File: src/rtl/keypad_entry_if.sv
// Key handshake and committed-entry outputs between a keypad source and keypad_entry.
interface keypad_entry_if;
  logic        key_valid;
  logic [3:0]  key_code;
  logic        key_ready;
  logic [15:0] password_input;
  logic        enter;
  logic        reset_pwd;
  logic [2:0]  digit_count;
  logic        entry_error;

  modport master (
    output key_valid, key_code,
    input  key_ready, password_input, enter, reset_pwd, digit_count, entry_error
  );

  modport slave (
    input  key_valid, key_code,
    output key_ready, password_input, enter, reset_pwd, digit_count, entry_error
  );
endinterface

File: src/rtl/keypad_entry.sv
// Buffers keypad digits and, on ENTER/SET, converts them to binary one digit per cycle
// before pulsing enter or reset_pwd towards the lock.
module keypad_entry #(
  parameter int DIGITS  = 4,
  parameter int TIMEOUT = 1000
) (
  input  logic           clk,
  input  logic           rst,
  keypad_entry_if.slave  kp
);
  localparam int IW = (DIGITS > 1) ? $clog2(DIGITS) : 1;
  localparam int TW = $clog2(TIMEOUT);

  localparam logic [3:0] K_CLR = 4'd10;
  localparam logic [3:0] K_BSP = 4'd11;
  localparam logic [3:0] K_ENT = 4'd12;
  localparam logic [3:0] K_SET = 4'd13;

  typedef enum logic [1:0] {IDLE, ENTRY, CONVERT} state_t;

  state_t                 state;
  logic [DIGITS-1:0][3:0] dbuf;
  logic [2:0]             cnt;
  logic [IW-1:0]          idx;
  logic [15:0]            acc, acc_nxt, pwd;
  logic                   is_set, enter_q, set_q, err_q;
  logic [TW-1:0]          tmr;
  logic                   take;

  assign take              = kp.key_valid && kp.key_ready;
  assign kp.key_ready      = (state != CONVERT);
  assign kp.digit_count    = cnt;
  assign kp.password_input = pwd;
  assign kp.enter          = enter_q;
  assign kp.reset_pwd      = set_q;
  assign kp.entry_error    = err_q;

  // dbuf[0] is the oldest digit, so conversion walks idx upwards.
  assign acc_nxt = acc * 16'd10 + {12'd0, dbuf[idx]};

  always_ff @(posedge clk or negedge rst) begin
    if (!rst) begin
      state   <= IDLE;
      dbuf    <= '0;
      cnt     <= '0;
      idx     <= '0;
      acc     <= '0;
      pwd     <= '0;
      is_set  <= 1'b0;
      enter_q <= 1'b0;
      set_q   <= 1'b0;
      err_q   <= 1'b0;
      tmr     <= '0;
    end else begin
      enter_q <= 1'b0;
      set_q   <= 1'b0;
      err_q   <= 1'b0;
      case (state)
        IDLE, ENTRY: begin
          if (take) begin
            tmr <= '0;
            if (kp.key_code < 4'd10) begin
              if (cnt < 3'(DIGITS)) begin
                dbuf[cnt[IW-1:0]] <= kp.key_code;
                cnt               <= cnt + 3'd1;
                state             <= ENTRY;
              end else begin
                err_q <= 1'b1;
              end
            end else begin
              case (kp.key_code)
                K_CLR: begin
                  cnt   <= '0;
                  state <= IDLE;
                end
                K_BSP: begin
                  if (cnt == 3'd0) err_q <= 1'b1;
                  else begin
                    cnt <= cnt - 3'd1;
                    if (cnt == 3'd1) state <= IDLE;
                  end
                end
                K_ENT, K_SET: begin
                  if (cnt == 3'd0) err_q <= 1'b1;
                  else begin
                    state  <= CONVERT;
                    is_set <= (kp.key_code == K_SET);
                    acc    <= '0;
                    idx    <= '0;
                  end
                end
                default: err_q <= 1'b1;
              endcase
            end
          end else if (state == ENTRY) begin
            // tmr counts idle edges since the last accepted key
            if (tmr == TW'(TIMEOUT - 1)) begin
              tmr   <= '0;
              cnt   <= '0;
              state <= IDLE;
              err_q <= 1'b1;
            end else begin
              tmr <= tmr + TW'(1);
            end
          end
        end
        CONVERT: begin
          acc <= acc_nxt;
          idx <= idx + IW'(1);
          if ((3'(idx) + 3'd1) == cnt) begin
            pwd     <= acc_nxt;
            enter_q <= !is_set;
            set_q   <= is_set;
            cnt     <= '0;
            state   <= IDLE;
          end
        end
        default: state <= IDLE;
      endcase
    end
  end
endmodule

File: src/flat_wrapper.sv
// flat-port wrapper written by rule: the top's interface ports become plain ports
module keypad_entry_flat 
#(
  parameter int DIGITS  = 4,
  parameter int TIMEOUT = 1000
)
  (clk, rst, kp_key_valid, kp_key_code, kp_key_ready, kp_password_input, kp_enter, kp_reset_pwd, kp_digit_count, kp_entry_error);
  keypad_entry_if kp_i ();
  input  logic clk;
  input  logic rst;
  input wire logic [$bits(kp_i.key_valid)-1:0] kp_key_valid;
  input wire logic [$bits(kp_i.key_code)-1:0] kp_key_code;
  output wire logic [$bits(kp_i.key_ready)-1:0] kp_key_ready;
  output wire logic [$bits(kp_i.password_input)-1:0] kp_password_input;
  output wire logic [$bits(kp_i.enter)-1:0] kp_enter;
  output wire logic [$bits(kp_i.reset_pwd)-1:0] kp_reset_pwd;
  output wire logic [$bits(kp_i.digit_count)-1:0] kp_digit_count;
  output wire logic [$bits(kp_i.entry_error)-1:0] kp_entry_error;
  assign kp_i.key_valid = kp_key_valid;
  assign kp_i.key_code = kp_key_code;
  assign kp_key_ready = kp_i.key_ready;
  assign kp_password_input = kp_i.password_input;
  assign kp_enter = kp_i.enter;
  assign kp_reset_pwd = kp_i.reset_pwd;
  assign kp_digit_count = kp_i.digit_count;
  assign kp_entry_error = kp_i.entry_error;
  keypad_entry #(.DIGITS(DIGITS), .TIMEOUT(TIMEOUT)) u_core (.clk(clk), .rst(rst), .kp(kp_i));
endmodule
File: config.mk
export PLATFORM = sky130hd
export DESIGN_NAME = keypad_entry_flat
export DESIGN_NICKNAME = d
export VERILOG_FILES = /design/src/rtl/keypad_entry_if.sv /design/src/rtl/keypad_entry.sv /design/src/flat_wrapper.sv
export SDC_FILE = /design/constraint.sdc
export NUM_CORES = 1
export LEC_CHECK = 0
export CAP_MARGIN = 15
export CORE_MARGIN = 10
export CORE_UTILIZATION = 64
export DETAILED_ROUTE_END_ITERATION = 8
export GPL_TIMING_DRIVEN = 0
export MAX_ROUTING_LAYER = met4
export PLACE_DENSITY = 0.82
export SLEW_MARGIN = 10
export SYNTH_ARGS = -nofsm -noshare
export SYNTH_HDL_FRONTEND = slang
export SYNTH_SLANG_ARGS = --single-unit
File: constraint.sdc
create_clock -name clk -period 7.15 [get_ports clk]
set_input_delay 1.43 -clock clk [delete_from_list [all_inputs] [get_ports clk]]
set_output_delay 1.43 -clock clk [all_outputs]
set_load 0.02 [all_outputs]
==> results.py <==
metrics = {
    "cts": {
        "cts_setup_buffers": 0,
        "cts_tree": "yes",
        "cts.clk_slew.worst_paths_ns": 0.08,
        "htree_levels": 3,
        "cts-root-buf": "clkbuf_8",
        "cts_resized": 0,
        "cts.path.max_buffers": 2,
        "cts_made_buffers": 9,
        "insertion_delay_ns": 0.34,
        "clock-sinks": 68,
        "hold_buffers": 0,
    },
    "finish": {
        "drive_gt1_share_pct": 12.82,
        "diodes": 0,
        "final_cells": 545,
        "area_delta_synth_final_pct": 14.19,
        "nets": 505,
        "n_fill_cell": 440,
    },
    "worst_setup_path": {
        "critPathKind": "reg2out",
        "worst_ep_required_time_ns": 5.72,
        "crit_fanout": 10,
        "path_common_cell": "clkbuf_1",
        "worstPathCellList": "clkbuf_1, nor2_2, inv_2, clkbuf_1, buf_1, clkdlybuf4s50_1",
        "crit_family": "buffers and inverters",
        "cp_slowest_stage_delay_ns": 0.70,
        "crit_buf_inv": 5,
        "cp-start-kind": "flip-flop",
        "cpMaxStageDelayCell": "clkdlybuf4s50_1",
        "critPathArrivalTime_ns": 2.76,
        "crit_path_end_kind": "output pin",
    },
    "synth": {
        "seq_area_frac_synth_pct": 41.31,
        "synth-simple-area-share_pct": 16.92,
        "synthMostInstantiatedCell": "dfrtp_1",
        "yosys.cell_types.count": 56,
        "syn-num-nets": 466,
        "syn-cell-area_sq_mm": 0.004119,
        "avgSynthCellArea_sq_um": 9.715,
        "yosys.area.top_type_share_pct": 41.31,
        "ys_warn_count": 0,
        "synth_xor_xnor_area_share_pct": 5.741,
        "yosys-top-cells-count": "dfrtp_1, nand2_1, o21ai_0",
        "synth_cells": 424,
        "synth-edff-count": 0,
        "synth_fa_ha_area_share_pct": 11.00,
        "synth.area.top_cells": "dfrtp_1, ha_1, nand2_1",
        "synth-seq-cells": 68,
        "synth_compound_area_share_pct": 14.98,
        "synth_area_leader_cell": "dfrtp_1",
        "muxShareOfSynthArea_pct": 7.382,
        "async_flop_share_pct": 100.0,
        "ys.flop_type": "dfrtp_1",
        "synth_top_family_by_area": "simple AND/OR/NAND/NOR gates",
    },
    "grt": {
        "antenna_found_initial": 0,
        "grt_pass1_wl_mm": 15.32,
        "grt_max_degree": 56,
        "grt_util_all_layers_pct": 19.05,
        "grt-ovfl-total": 0,
        "grt_pass1_vias": 3328,
    },
    "sta": {
        "finalSetupViolCount": 0,
        "fin_skew_ns": 0.01277,
        "drv_slew": 0,
        "hold_viol": 0,
        "fmax_ghz": 0.2384,
        "finalWorstSetupSlack_ns": 2.956,
        "worst_slew_pin_slew_ns": 0.8315,
        "rsz0062_at_grt": "false",
        "tns_ns": 0,
        "slew_headroom_pct": 44.14,
        "fin_crit_sh_pct": 58.66,
        "fin_crit_ns": 4.194,
    },
    "route": {
        "ant_nets": 0,
        "vias_per_cell": 6.066,
        "vias": 3306,
        "dr.pass1.iters": 5,
        "wl_per_cell_um": 16.62,
        "totalWireLength_mm": 9.056,
        "drtIter0Drc": 125,
        "drcViolationCount": 0,
    },
    "power": {
        "cellPowerDensity_mw_per_mm2": 413.2,
        "ir_worst_vdd_mv": 0.2537,
        "power.leakage_uw": 0.002120,
    },
    "floorplanning": {
        "coreArea_sq_mm": 0.006314,
        "die_area_sq_mm": 0.01005,
        "io_pins": 30,
        "row_count": 29,
        "initial_utilization_pct": 65.24,
        "die_y_um": 100.2,
        "die_x_um": 100.2,
    },
    "outcome": {
        "status": "completed",
    },
    "place": {
        "place_congestion": 0.9157,
        "portBuffers": 27,
        "dp_hpwl_mm": 6.956,
        "dp.cells": 529,
        "post-place-ws_ns": 3.356,
    },
    "worst_hold_path": {
        "hold_class": "reg2reg",
    },
    "job": {
        "cap_violations": 0,
    },
}
==> registers in the layout, summed over array words and instances, names as in the netlist <==
register	cells
u_core.kp.digit_count	3
u_core.kp.password_input	16
u_core.is_set	1
u_core.tmr	10
u_core.acc	15
u_core.kp.reset_pwd	1
u_core.kp.enter	1
u_core.kp.entry_error	1
u_core.idx	2
u_core.state	2
u_core.dbuf	16
==> cell families after synthesis <==
family	count (synthesis)
compound gates	101
xor+xnor	27
fa+ha+maj	35
buf+inv	28
flops	68
mux	23
simple gates	142
==> metal layers <==
metal,vias to the layer above,global-route usage (%),wire [um]
met5,-,-,0
met4,0,7.391,237
met3,24,4.945,454
met2,93,31.40,4488
met1,1591,21.70,3875
li1,1598,-,-
==> layout make-up <==
type | instances | area, sq um | area share [%]
well taps | 77 | 96.34 | 2.048
repair buffers | 28 | 295.3 | 6.278
multi-input cells | 328 | 2307 | 49.06
plain buffers | 15 | 61.31 | 1.304
flip-flops and latches | 68 | 1702 | 36.18
inverters | 13 | 48.80 | 1.038
clock inverters | 6 | 65.06 | 1.383
clock buffers | 10 | 127.6 | 2.713
==> worst paths after layout <==
kind                                      start                     to  slack [ns]  depth (start not counted)
worst max-delay path            u_core.state[0]           kp_key_ready        2.96                          6
worst min-delay path              u_core.is_set        u_core.kp.enter        0.47                          1
worst max register to register    u_core.acc[1]         u_core.acc[14]        3.71                         12
worst min register to register    u_core.is_set        u_core.kp.enter        0.47                          1
max in group asynchronous                   rst          u_core.idx[0]        5.68                          2
min in group asynchronous                   rst  u_core.kp.entry_error        0.95                          1
==> power breakdown <==
part | switching, uW | leakage, uW | internal, uW
clock network | 151 | 0.0000962 | 161
registers | 98.4 | 0.000891 | 507
logic | 574 | 0.00113 | 452
total | 823 | 0.00212 | 1120
==> cell usage in the layout, fill, tap and decap left out, drive strengths merged, types with 3 or more instances in the layout <==
cell type and n:
nand3 11, nand2 66, xor2 6, a31oi 3
buf 6, nor2 19, dfrtp 68, inv 13
mux4 4, a21oi 13, and3 9, and2 3
nor4 3, clkbuf 21, mux2 19, clkdlybuf4s50 26
nand4 3, nor3 10, o31ai 3, o21ai 49
a311oi 3, nor2b 3, o21a 4, a21o 4
o22ai 12, clkinv 4, xnor2 21, ha 33
or2 5
==> through the flow <==
| stage | hold WS [ns] | power [uW] | cell area, sq um | util (%) |
|---|---|---|---|---|
| 2_1_floorplan | 0.4132 | 1347 | 4119 | - |
| 3_3_place_gp | 0.4419 | 1578 | 4486 | 71.05 |
| 3_5_place_dp | 0.4559 | 1627 | 4511 | 71.44 |
| 4_1_cts | 0.4635 | 1943 | 4703 | 74.49 |
| 5_1_grt | 0.4837 | 2087 | 4703 | 74.49 |
| 6_report | 0.4716 | 1943 | 4703 | 74.49 |
No activity file was read; power rests on OpenSTA's default activity.
==> variant (same flow settings) <==
Encoding of `state_t`: now one-hot (3 bits for 3 states).
--- a/src/rtl/keypad_entry.sv
+++ b/src/rtl/keypad_entry.sv
@@ -18,3 +18,3 @@
 
-  typedef enum logic [1:0] {IDLE, ENTRY, CONVERT} state_t;
+  typedef enum logic [2:0] {IDLE = 3'b001, ENTRY = 3'b010, CONVERT = 3'b100} state_t;
 
Behaviour: no difference found for any inputs over 4 cycles, from zero or initial values and one cycle with rst low; so few cycles prove little.
==> variant against the original RTL <==
- setup slack better by 430 ps
- synthesized area is 2.6% higher
- power is 30% higher
- routed wire length is 5.5% higher
- final area is 3.3% higher
- clock skew hardly changed
- die area is 2.0% higher
- sequential cell count is 1 higher
- cell count is 0.55% higher
- critical path type unchanged
==> variant: results (changes against the original RTL) <==
----------------------------------------------------
[Outcome]
  Result of the run ... finished, final reports clean

[Drt]
  DR vias ... 3330 (+0.73%)
  Post-detailed-route wirelength per cell ... 17.4 um (+4.9%)
  Met3 WL post-DR ... 442 um (-2.6%)
  Wire length on met1 ... 4040 um (+4.2%)
  Drt first pass iters ... 4 (-1)
  First DRT Iteration DRCs ... 190 (+52%)
  Routed met2 length ... 4890 um (+9.0%)

[Timing]
  Post-route worst hold slack ... 449 ps (-23.0 ps)
  Worst slew pin tran ... 720 ps (-111 ps)
  Setup clock skew after layout ... 12.4 ps (-0.347 ps)

[Global route]
  Maximum number of pins on one net before global-route repair ... 67 (+20%)
  GR Util met1 ... 23.9% (+2.2 points)
  Number of global-route vias before repair ... 3465 (+4.1%)
  Met2 Usage GRT ... 33.3% (+1.9 points)
  Global-route wire length before repair ... 16500 um (+7.6%)
  Global-route track usage on met3 ... 3.81% (-1.1 points)
  Overall track demand over capacity in global routing ... 20.3% (+1.3 points)

[Placed design]
  Pre-CTS WS ... 3600 ps (+247 ps)
  Final estimated routing congestion in global placement ... 0.868 (-5.2%)
  HPWL after detailed placement ... 7350 um (+5.7%)
  Port Buf Inserts ... 29 (+7.4%)

[Final layout]
  Filler Cell Count ... 455 (+3.4%)
  Nets ... 508 (+0.59%)
  Fraction of layout cells with a size suffix above 1 ... 11.3% (-1.6 points)

[Logic synthesis]
  Fraction of synthesized cell area in xor and xnor cells ... 4.98% (-0.76 points)
  Top post-synthesis cells by area ... dfrtp_1 40%, ha_1 9.8%, nand2_1 5.4%
  Fraction of the yosys area taken by sequential cells ... 40.9% (-0.41 points)
  Post-synth top cells ... 68 x dfrtp_1, 61 x nand2_1, 33 x ha_1
  Yosys cell types ... 64 (+14%)
  Mux cell area share after synthesis ... 8.20% (+0.82 points)
  Area fraction in compound gates after synthesis ... 14.3% (-0.70 points)

[Worst hold path]
  Cell depth of the worst min-delay path ... 1 (unchanged)

[Power]
  Peak supply drop ... 0.390 mV (+54%)
  Static leakage ... 2.19 nW (+3.3%)

[Setup path]
  CP Data Arrival Time ... 2330 ps (-430 ps)
  Worst R2R Setup Slack ... 3920 ps (+210 ps)
  Worst flop-to-flop path endpoint ... u_core.acc[13]

[Clock network]
  Setup fix buffers added after clock tree synthesis ... 0 (unchanged)

----------------------------------------------------
-- variant: cell count changes in the layout (fill, tap and decap cells not counted), sizes merged, moves of 4 or more --
cell,change
nor3,-6
nand2,-5
nor2b,+6
xor2,+5
nand3,+7
nor2,+4
xnor2,-8
and3,-4
o21ai,-10
-- variant: cell families (layout without fill, tap and decap cells) --
| logic type | after synthesis | after routing |
|---|---|---|
| and+or+nand+nor | 147 | 147 |
| AOI/OAI and AO/OA | 94 | 94 |
| DFF | 69 | 69 |
| adders and majority gates | 35 | 35 |
| buffers and inverters | 29 | 75 |
| muxes | 27 | 27 |
| xor gates and xnor gates | 24 | 24 |
-- variant: worst max-delay path by stage --
stage,startpoint,endpoint,slack [ps],depth (start not counted)
after global placement,rst,u_core.kp.password_input[4],2440,1
final,u_core.state[2],kp_key_ready,3390,5
after global routing,u_core.state[2],kp_key_ready,3190,5
after CTS,u_core.state[2],kp_key_ready,3390,5
after floorplan,u_core.acc[1],u_core.acc[13],4340,11
after detailed placement,kp_key_valid,u_core.dbuf[10],3600,7
-- variant: metrics by stage --
stage | std cells | cell area, um2
floorplan | 425 | 4220
global placement | 531 | 4610
detailed placement | 532 | 4640
CTS | 548 | 4860
global route | 548 | 4860
finish | 548 | 4860
-- variant: power by group --
| part | switching (mW) | internal (mW) |
|---|---|---|
| clock | 0.158 | 0.197 |
| combinational | 0.904 | 0.646 |
| sequential | 0.108 | 0.513 |
-- variant: cell type report --
cell class	instances	share of cell area, %
buffer	15	1.18
clock buffer	9	2.55
clock inverter	7	2.01
inverter	14	1.08
multi-input combinational	327	49.1
sequential	69	35.6
tap	77	1.98
timing repair buffer	30	6.49
-- variant: worst max-delay path: stages (launching register included) --
cell	delay [ps]
dfrtp_1	450
inv_1	90
nor3_2	420
inv_2	140
clkbuf_1	280
clkdlybuf4s50_1	610
